===== src/rtl/caf_feeder_pkg.sv =====
// Shared definitions for the CAF dot-product feeder: FSM state encoding.
// Pure declarations, no logic, so there is no latency or backpressure to describe.
package caf_feeder_pkg;

  localparam logic [1:0] ST_IDLE   = 2'd0;
  localparam logic [1:0] ST_STREAM = 2'd1;
  localparam logic [1:0] ST_DONE   = 2'd2;

endpackage


===== src/rtl/dot_prod_feeder_sample_buffer.sv =====
// Single write port sample store with asynchronous read; a write lands at the clock edge.
// Out-of-range write addresses are discarded; reads are combinational and never stall.
module sample_buffer #(
  parameter int depth     = 5,
  parameter int addr_bits = 3,
  parameter int width     = 24
) (
  input  logic                 clk,
  input  logic                 wr_en,
  input  logic [addr_bits-1:0] wr_addr,
  input  logic [width-1:0]     wr_dat,
  input  logic [addr_bits-1:0] rd_addr,
  output logic [width-1:0]     rd_dat
);

  logic [width-1:0] mem [depth];

  always_ff @(posedge clk) begin
    if (wr_en && (int'(wr_addr) < depth)) begin
      mem[wr_addr] <= wr_dat;
    end
  end

  assign rd_dat = mem[rd_addr];

endmodule


===== src/rtl/dot_prod_feeder.sv =====
// Streams (ref[n], rx[n+k]) pairs for every lag k; first beat valid one cycle after start.
// Ready low holds data, lag and counters; buffers are write-locked while a run is active.
module dot_prod_feeder
  import caf_feeder_pkg::*;
#(
  parameter int i_bits              = 12,
  parameter int q_bits              = 12,
  parameter int length              = 5,
  parameter int length_counter_size = 3,
  parameter int num_lags            = 3,
  parameter int lag_counter_size    = 2,
  parameter int buffer_length       = 7,
  parameter int buffer_addr_size    = 3
) (
  input  logic                        clk,
  input  logic                        rst,
  input  logic                        ref_wr_en,
  input  logic [buffer_addr_size-1:0] ref_wr_addr,
  input  logic [i_bits-1:0]           ref_wr_i,
  input  logic [q_bits-1:0]           ref_wr_q,
  input  logic                        rx_wr_en,
  input  logic [buffer_addr_size-1:0] rx_wr_addr,
  input  logic [i_bits-1:0]           rx_wr_i,
  input  logic [q_bits-1:0]           rx_wr_q,
  input  logic                        start,
  input  logic                        m_axis_data_tready,
  output logic                        s_axis_x_tvalid,
  output logic [i_bits-1:0]           xi,
  output logic [q_bits-1:0]           xq,
  output logic                        s_axis_y_tvalid,
  output logic [i_bits-1:0]           yi,
  output logic [q_bits-1:0]           yq,
  output logic [lag_counter_size-1:0] lag,
  output logic                        busy,
  output logic                        done
);

  localparam logic [length_counter_size-1:0] n_last = length_counter_size'(length - 1);
  localparam logic [lag_counter_size-1:0]    k_last = lag_counter_size'(num_lags - 1);

  logic [1:0]                        state, state_nxt;
  logic [length_counter_size-1:0]    n, n_nxt;
  logic [lag_counter_size-1:0]       k, k_nxt;
  logic                              load;
  logic                              wr_open;
  logic [buffer_addr_size-1:0]       ref_rd_addr, rx_rd_addr;
  logic [i_bits+q_bits-1:0]          ref_rd_dat, rx_rd_dat;

  // Buffers only take writes between runs so a stream sees one consistent snapshot.
  assign wr_open = (state == ST_IDLE);

  // Read addresses follow the next counter values so the output registers load in the same edge.
  assign ref_rd_addr = buffer_addr_size'(n_nxt);
  assign rx_rd_addr  = buffer_addr_size'(n_nxt) + buffer_addr_size'(k_nxt);

  sample_buffer #(.depth(length), .addr_bits(buffer_addr_size), .width(i_bits + q_bits)) u_ref_buf (
    .clk     (clk),
    .wr_en   (ref_wr_en && wr_open),
    .wr_addr (ref_wr_addr),
    .wr_dat  ({ref_wr_i, ref_wr_q}),
    .rd_addr (ref_rd_addr),
    .rd_dat  (ref_rd_dat)
  );

  sample_buffer #(.depth(buffer_length), .addr_bits(buffer_addr_size), .width(i_bits + q_bits)) u_rx_buf (
    .clk     (clk),
    .wr_en   (rx_wr_en && wr_open),
    .wr_addr (rx_wr_addr),
    .wr_dat  ({rx_wr_i, rx_wr_q}),
    .rd_addr (rx_rd_addr),
    .rd_dat  (rx_rd_dat)
  );

  always_ff @(posedge clk or posedge rst) begin
    if (rst) begin
      state <= ST_IDLE;
      n     <= '0;
      k     <= '0;
    end else begin
      state <= state_nxt;
      n     <= n_nxt;
      k     <= k_nxt;
    end
  end

  always_comb begin
    state_nxt = state;
    n_nxt     = n;
    k_nxt     = k;
    load      = 1'b0;
    case (state)
      ST_IDLE: begin
        if (start) begin
          state_nxt = ST_STREAM;
          n_nxt     = '0;
          k_nxt     = '0;
          load      = 1'b1;
        end
      end
      ST_STREAM: begin
        if (m_axis_data_tready) begin
          if (n == n_last) begin
            n_nxt = '0;
            // Final pair of the final lag: park the counters and let valid drop.
            if (k == k_last) begin
              state_nxt = ST_DONE;
              k_nxt     = '0;
            end else begin
              k_nxt = k + 1'b1;
              load  = 1'b1;
            end
          end else begin
            n_nxt = n + 1'b1;
            load  = 1'b1;
          end
        end
      end
      ST_DONE: state_nxt = ST_IDLE;
      default: state_nxt = ST_IDLE;
    endcase
  end

  always_comb begin
    s_axis_x_tvalid = (state == ST_STREAM);
    s_axis_y_tvalid = (state == ST_STREAM);
    busy            = (state == ST_STREAM);
    done            = (state == ST_DONE);
  end

  assign lag = k;

  always_ff @(posedge clk or posedge rst) begin
    if (rst) begin
      xi <= '0;
      xq <= '0;
      yi <= '0;
      yq <= '0;
    end else if (load) begin
      {xi, xq} <= ref_rd_dat;
      {yi, yq} <= rx_rd_dat;
    end
  end

endmodule


===== config.mk =====
export PLATFORM = sky130hd
export DESIGN_NAME = dot_prod_feeder
export DESIGN_NICKNAME = d
export VERILOG_FILES = /design/src/rtl/caf_feeder_pkg.sv /design/src/rtl/dot_prod_feeder_sample_buffer.sv /design/src/rtl/dot_prod_feeder.sv
export SDC_FILE = /design/constraint.sdc
export NUM_CORES = 1
export LEC_CHECK = 0
export CAP_MARGIN = 20
export CORE_MARGIN = 2
export CORE_UTILIZATION = 63
export CTS_CLUSTER_DIAMETER = 50
export DETAILED_ROUTE_END_ITERATION = 16
export GPL_TIMING_DRIVEN = 0
export MAX_ROUTING_LAYER = met4
export PLACE_DENSITY = 0.85
export RECOVER_POWER = 25
export SYNTH_ARGS = -nofsm -noshare
export SYNTH_HDL_FRONTEND = slang
export SYNTH_HIERARCHICAL = 1
export SYNTH_SLANG_ARGS = --single-unit

===== constraint.sdc =====
create_clock -name clk -period 6.4 [get_ports clk]
set_input_delay 0.96 -clock clk [delete_from_list [all_inputs] [get_ports clk]]
set_output_delay 0.96 -clock clk [all_outputs]
set_load 0.01 [all_outputs]

# Word level (Yosys, flattened, before mapping)
# Memory sizes are Yosys's and may differ from the RTL's. A register that Yosys moved wholly into a read port is not among the register bits.
# Index checks and enable logic that the tools add are counted.
dict set report word_totals {
  output_inout_bits 54
  ram_bits 288
  mem_count 2
  word_cells 47
  in_bits 60
  reg_bits 7
}
# name depth word_bits read_ports rd_clocked_by_memory_dff wr line
set mem_list {}
lappend mem_list {u_rx_buf.mem 7 24 1 1 1 dot_prod_feeder_sample_buffer.sv:16} ;# logic [width-1:0] mem [depth];
lappend mem_list {u_ref_buf.mem 5 24 1 1 1 dot_prod_feeder_sample_buffer.sv:16}
dict set report op_classes {
  n_eq_ne 8
  n_lt_le_gt_ge 2
  addsub 3
  n_mux 23
  reduce_logical 6
}
# operator count
set ops {}
lappend ops {{2-to-1 mux 2 bit} 8}
lappend ops {{2-to-1 mux 3 bit} 3}
lappend ops {{2-to-1 mux 1 bit} 8}
lappend ops {{case mux 2 bit (2 select lines)} 2}
lappend ops {{less-than comparator 3 bit (second input constant)} 2}
lappend ops {{case mux 3 bit (2 select lines)} 1}
lappend ops {{== test 2 bit (second input constant)} 2}
lappend ops {{logical AND 1 bit} 4}
lappend ops {{!= test 2 x 1 -> 1 bit (second input constant)} 2}
lappend ops {{!= test 2 bit (second input constant)} 2}
lappend ops {{AND reduction 4 bit} 1}
lappend ops {{adder 3 x 1 -> 3 bit (second input constant)} 1}
lappend ops {{adder 3 x 2 -> 3 bit} 1}
lappend ops {{== test 3 bit (second input constant)} 1}
lappend ops {{adder 2 x 1 -> 2 bit (second input constant)} 1}
lappend ops {{== test 2 x 1 -> 1 bit (second input constant)} 1}
lappend ops {{zero test 2 bit} 1}
lappend ops {{case mux 1 bit (2 select lines)} 1}

# Logic depth before layout (Yosys ltp)
dict set report depth {
  depth_word 6
  mapped_depth 16
  mapped_depth_nobuf 14
}

# Hierarchy
# Netlist, hierarchy kept.
# module area_each_um2 instances cells_per_inst seq_area_each_um2
set modules_own_cells {}
lappend modules_own_cells {{sample_buffer (u_rx_buf)} 6902.9 1 349 5044.8}
lappend modules_own_cells {{sample_buffer (u_ref_buf)} 4893.4 1 266 3603.5}
lappend modules_own_cells {dot_prod_feeder 2448.6 1 159 1376.3}

# Worst setup path before layout
# Ideal clock, no wire load.
dict set report synth_timing {
  path_type {input port to flip-flop}
  startpoint {input port m_axis_data_tready}
  endpoint {register yq[10] (read register of u_rx_buf.mem)}
  n_path_buf 3
  setup_ps 125
  arrival_time_ps 3639
  path_slack_ps 2637
  path_stages 14
  t_required_ps 6275
  path_cell_list {and3_1 mux2_2 a22o_1 ha_1 fa_1 and3b_1 a41oi_1 nand3_1 buf_2 buf_6 buf_4 mux2i_1 o221ai_2 mux2_2}
}
dict set report synth_between {
  elab_chain_len 3
  word_cells_on_any_way 7
  cone_classes {add/sub (1); mux (6)}
}
# item line
set synth_lines {}
lappend synth_lines {{from (decl)} dot_prod_feeder.sv:26} ;# input logic m_axis_data_tready,
lappend synth_lines {{2-to-1 mux 2 bit} dot_prod_feeder.sv:101} ;# if (m_axis_data_tready) begin
lappend synth_lines {{case mux 2 bit (2 select lines)} dot_prod_feeder.sv:91} ;# case (state)
lappend synth_lines {{net k_nxt[0]} dot_prod_feeder.sv:43} ;# logic [lag_counter_size-1:0] k, k_nxt;
lappend synth_lines {{adder 3 x 2 -> 3 bit} dot_prod_feeder.sv:54} ;# assign rx_rd_addr = buffer_addr_size'(n_nxt) + buffer_addr_size'(k_nxt);
lappend synth_lines {{net rx_rd_addr[2]} dot_prod_feeder.sv:46} ;# logic [buffer_addr_size-1:0] ref_rd_addr, rx_rd_addr;
lappend synth_lines {{to (decl)} dot_prod_feeder.sv:32} ;# output logic [q_bits-1:0] yq,
# The timed path passes the listed nets, and every way through them passes these cells.
# A chain may end at the register's enable or synchronous reset.

# Final worst setup path
dict set report layout_timing {
  startpoint {input port m_axis_data_tready}
  endpoint {register yi[4] (read register of u_rx_buf.mem)}
}
dict set report layout_between {
  elab_chain_len 3
  word_cells_on_any_way 7
  cone_classes {add/sub (1); mux (6)}
}
# item line
set layout_lines {}
lappend layout_lines {{2-to-1 mux 2 bit} dot_prod_feeder.sv:101}
lappend layout_lines {{case mux 2 bit (2 select lines)} dot_prod_feeder.sv:91}
lappend layout_lines {{net k_nxt[0]} dot_prod_feeder.sv:43}
lappend layout_lines {{adder 3 x 2 -> 3 bit} dot_prod_feeder.sv:54}
lappend layout_lines {{net rx_rd_addr[2]} dot_prod_feeder.sv:46}
lappend layout_lines {{to (decl)} dot_prod_feeder.sv:31} ;# output logic [i_bits-1:0] yi,
# The timed path passes the listed nets, and every way through them passes these cells.

==> summary.md <==
| Metric | Value |
|---|---|
| Pwr dens | `approximately 520 nW/um^2` |
| Synth cell count leaders | `edfxtp_1 (288), mux2i_1 (74), dfrtp_1 (55), mux2_4 (40), mux2_2 (34)` |
| Area Overhead vs Synth | `20.4%` |
| Worst-path clk slew | `around 60 ps` |
| Drt wl/cell | `between 20 and 25 um` |
| Final period util | `0.695` |
| Fill cells | `between 1000 and 1500` |
| Layout cells sized above 1 | `0.286` |
| Row count | `55` |
| Slew Limit Fails | `0` |
| Post-Syn Instances | `around 770` |
| Die Width | `between 150 and 200 um` |
| Ys async rst share | `0.160` |
| Main synth FF type | `edfxtp_1` |
| DP Area | `about 16000 sq um` |
| CTS Root Buffer Type | `clkbuf_16` |
| Max cap viols | `0` |
| Design area | `between 15000 and 20000 sq um` |
| Post-Route Utilization | `0.765` |
| Area of the multi-input gates | `roughly 3700 sq um` |
| Antenna-violating nets left | `0` |
| Measured slew at the worst slew-check pin | `about 930 ps` |
| CP required | `between 6000 and 7000 ps` |
| Total of warnings raised by yosys | `6` |
| Nets@finish | `around 1000` |
| Hold Vio Cnt, Final | `0` |
| Cell with the most instances after synthesis | `edfxtp_1` |
| Largest family of logic cells by synthesized area | `multiplexers` |
| 1st-pass router iterations | `5` |
| DIE AREA | `roughly 24000 sq um` |
| Seq/Total Area, Yosys | `0.704` |
| CTS tree | `built` |
| Status | `complete, no violations` |
| Maximum vdd drop | `around 0.31 mV` |
| Setup TNS | `0 ps` |
| Critical path type | `primary input to flip-flop` |
| Initial DRC Count | `470` |
| Synth Area in Compound Gates | `0.0942` |
| Unrepaired setup endpoints after global routing | `no` |
| Avg Synthesized Cell Area | `approximately 18 sq um` |
| Number of synthesized register bits | `~340` |
| EDFF count, synth | `about 290` |
| Post-synthesis simple-gate area fraction | `0.0395` |
| Final setup fails | `0` |
| Post-synthesis mux area share | `0.121` |
| Initial antenna violation count | `2` |
| Number of port buffers | `about 110` |
| Crit Path Max Fanout | `10` |
| Pre-CTS setup slack | `approximately 1500 ps` |
| DRC errors left | `0` |
| DR vias | `roughly 7600` |
| P_leak | `about 6.1 nW` |
| Largest cells by area after synthesis | `edfxtp_1 (61%), dfrtp_1 (9.7%), mux2i_1 (5.2%), mux2_4 (4.2%), mux2_2 (2.7%)` |
| Hold Path Origin | `yq[1]$_DFFE_PP0P_` |
| Setup crit end kind | `flip-flop` |
| GRT Total Usage | `0.263` |
| Hold WC Path Type | `flip-flop to flip-flop` |
| Clock Skews | `about 18 ps` |
| Yosys top cell area share | `0.607` |
| Die H | `between 150 and 200 um` |
| First-pass GRT wire length | `45.8 mm` |
| Routed WL | `approximately 30 mm` |
| Fin Hold WS | `around 500 ps` |
| Vias per cell | `6.05` |
| Critical path launch point type | `primary input` |
| Top Ports | `roughly 110` |
| CP Data Arrival Time | `between 4000 and 5000 ps` |
| Vias in the first global route | `8036` |
| CTS Buffer Depth | `3` |
| XOR/XNOR share of the synthesized area | `0` |
| H-tree levels | `2` |
| Worst setup margin | `1950 ps` |
| Crit. Startpoint | `m_axis_data_tready` |
| Clock buffers created by TritonCTS | `36` |
| Worst R2R Start | `n[0]$_DFF_PP0_` |
| Max Clock Freq | `roughly 220 MHz` |
| Worst skew pair latency | `roughly 500 ps` |
| Library cell with the largest summed area after synthesis | `edfxtp_1` |
| Post-CTS Hold Buffers | `0` |
| Min Tclk post-route | `between 4000 and 5000 ps` |
| Largest net degree at the start of global routing | `56` |
| Slew HR | `0.376` |
| Core area | `22400 sq um` |
| Post-synthesis cell type count | `47` |
| Gr ovfl total | `0` |
| Final HPWL DP | `between 15 and 20 mm` |
| Clk sinks | `around 340` |
| Gpl congestion | `0.794` |
| # Post-CTS Setup Buffers | `0` |
| Synth Net Count | `approximately 840` |
| Mapped cell area | `around 14000 sq um` |
| Post-CTS sizing | `0` |
| Initial core utilization | `0.635` |
| Adder-cell share of the synthesized area | `0.00404` |
| Register Area | `between 10000 and 15000 sq um` |
## placed cells by master, fill, tap and decap left out, types with 4 or more instances in the layout
master | Yosys | final
edfxtp_1 | 288 | 288
clkdlybuf4s50_1 | 0 | 79
mux2i_1 | 74 | 74
dfrtp_1 | 55 | 55
mux2_4 | 40 | 40
clkbuf_16 | 0 | 37
mux2_2 | 34 | 34
dlygate4sd3_1 | 0 | 34
nand2b_1 | 31 | 31
inv_1 | 31 | 30
buf_6 | 13 | 21
clkbuf_1 | 7 | 20
a211oi_2 | 20 | 20
a221oi_2 | 20 | 20
o211ai_2 | 20 | 20
o221ai_2 | 20 | 20
buf_4 | 16 | 16
nor2b_1 | 16 | 16
and2b_1 | 11 | 11
buf_2 | 9 | 9
nor2_2 | 1 | 6
o211ai_1 | 5 | 5
buf_8 | 0 | 5
buf_12 | 4 | 4
a22o_1 | 4 | 4
a211oi_1 | 4 | 4
a221oi_1 | 4 | 4
nor3_2 | 0 | 4
o221ai_1 | 4 | 4
## flip-flops by register name, indices dropped and copies added, names as in the netlist
register / flops
u_rx_buf/mem: 168
u_ref_buf/mem: 120
xi: 12
xq: 12
yi: 12
yq: 12
n: 3
lag: 2
state: 2
## where the power goes
group	internal (mW)	switching, mW
clock	1.22	0.806
combinational	2.03	2.15
sequential	2.63	0.121
total	5.88	3.07
## through the flow
stage / power, mW / cells
global placement: 6.82 / 1172
global route: 9.33 / 1251
detailed placement: 6.95 / 1187
finish: 8.96 / 1251
CTS: 9.01 / 1249
floorplan: 5.76 / 774
## final timing paths
check / cells after the start / slack, ps / endpoint
min in group asynchronous: 2 / 1000 / yi[7]$_DFFE_PP0P_
max in group asynchronous: 2 / 4830 / xi[3]$_DFFE_PP0P_
worst max register to register: 16 / 2320 / yi[4]$_DFFE_PP0P_
worst min register to register: 1 / 500 / yq[1]$_DFFE_PP0P_
worst min-delay path: 1 / 500 / yq[1]$_DFFE_PP0P_
worst max-delay path: 15 / 1950 / yi[4]$_DFFE_PP0P_
## per-layer routing
layer,wire (um),global-route usage,vias up
li1,-,-,3351
met1,12000,0.322,3878
met2,15500,0.438,273
met3,1700,0.0499,71
met4,1060,0.105,0
met5,0,-,-
## final cells by class
cell class / instances / area share
Tap cell: 285 / 0.0208
Multi-Input combinational cell: 351 / 0.218
Antenna cell: 2 / 0.000292
Buffer: 49 / 0.0244
Inverter: 31 / 0.00693
Sequential cell: 343 / 0.584
Clock buffer: 53 / 0.0592
Timing Repair Buffer: 128 / 0.0788
Clock inverter: 9 / 0.00737
## cells by family after synthesis
kind of cell               Yosys count
muxes                              148
adders and majority gates            4
buffers and inverters               80
and+or+nand+nor                     90
DFF                                343
AOI/OAI and AO/OA                  109
## worst max-delay path: stages
cell and delay, ps:
clkdlybuf4s50_1 610, and3_1 280, mux2_2 350, a22o_1 210, ha_1 220, fa_1 420
and3b_1 240, a41oi_1 50, nand3_1 100, buf_2 180, buf_6 170, buf_4 230
mux2i_1 320, o221ai_2 180, mux2_2 300
Note: power is estimated with default switching activity, not from simulation.
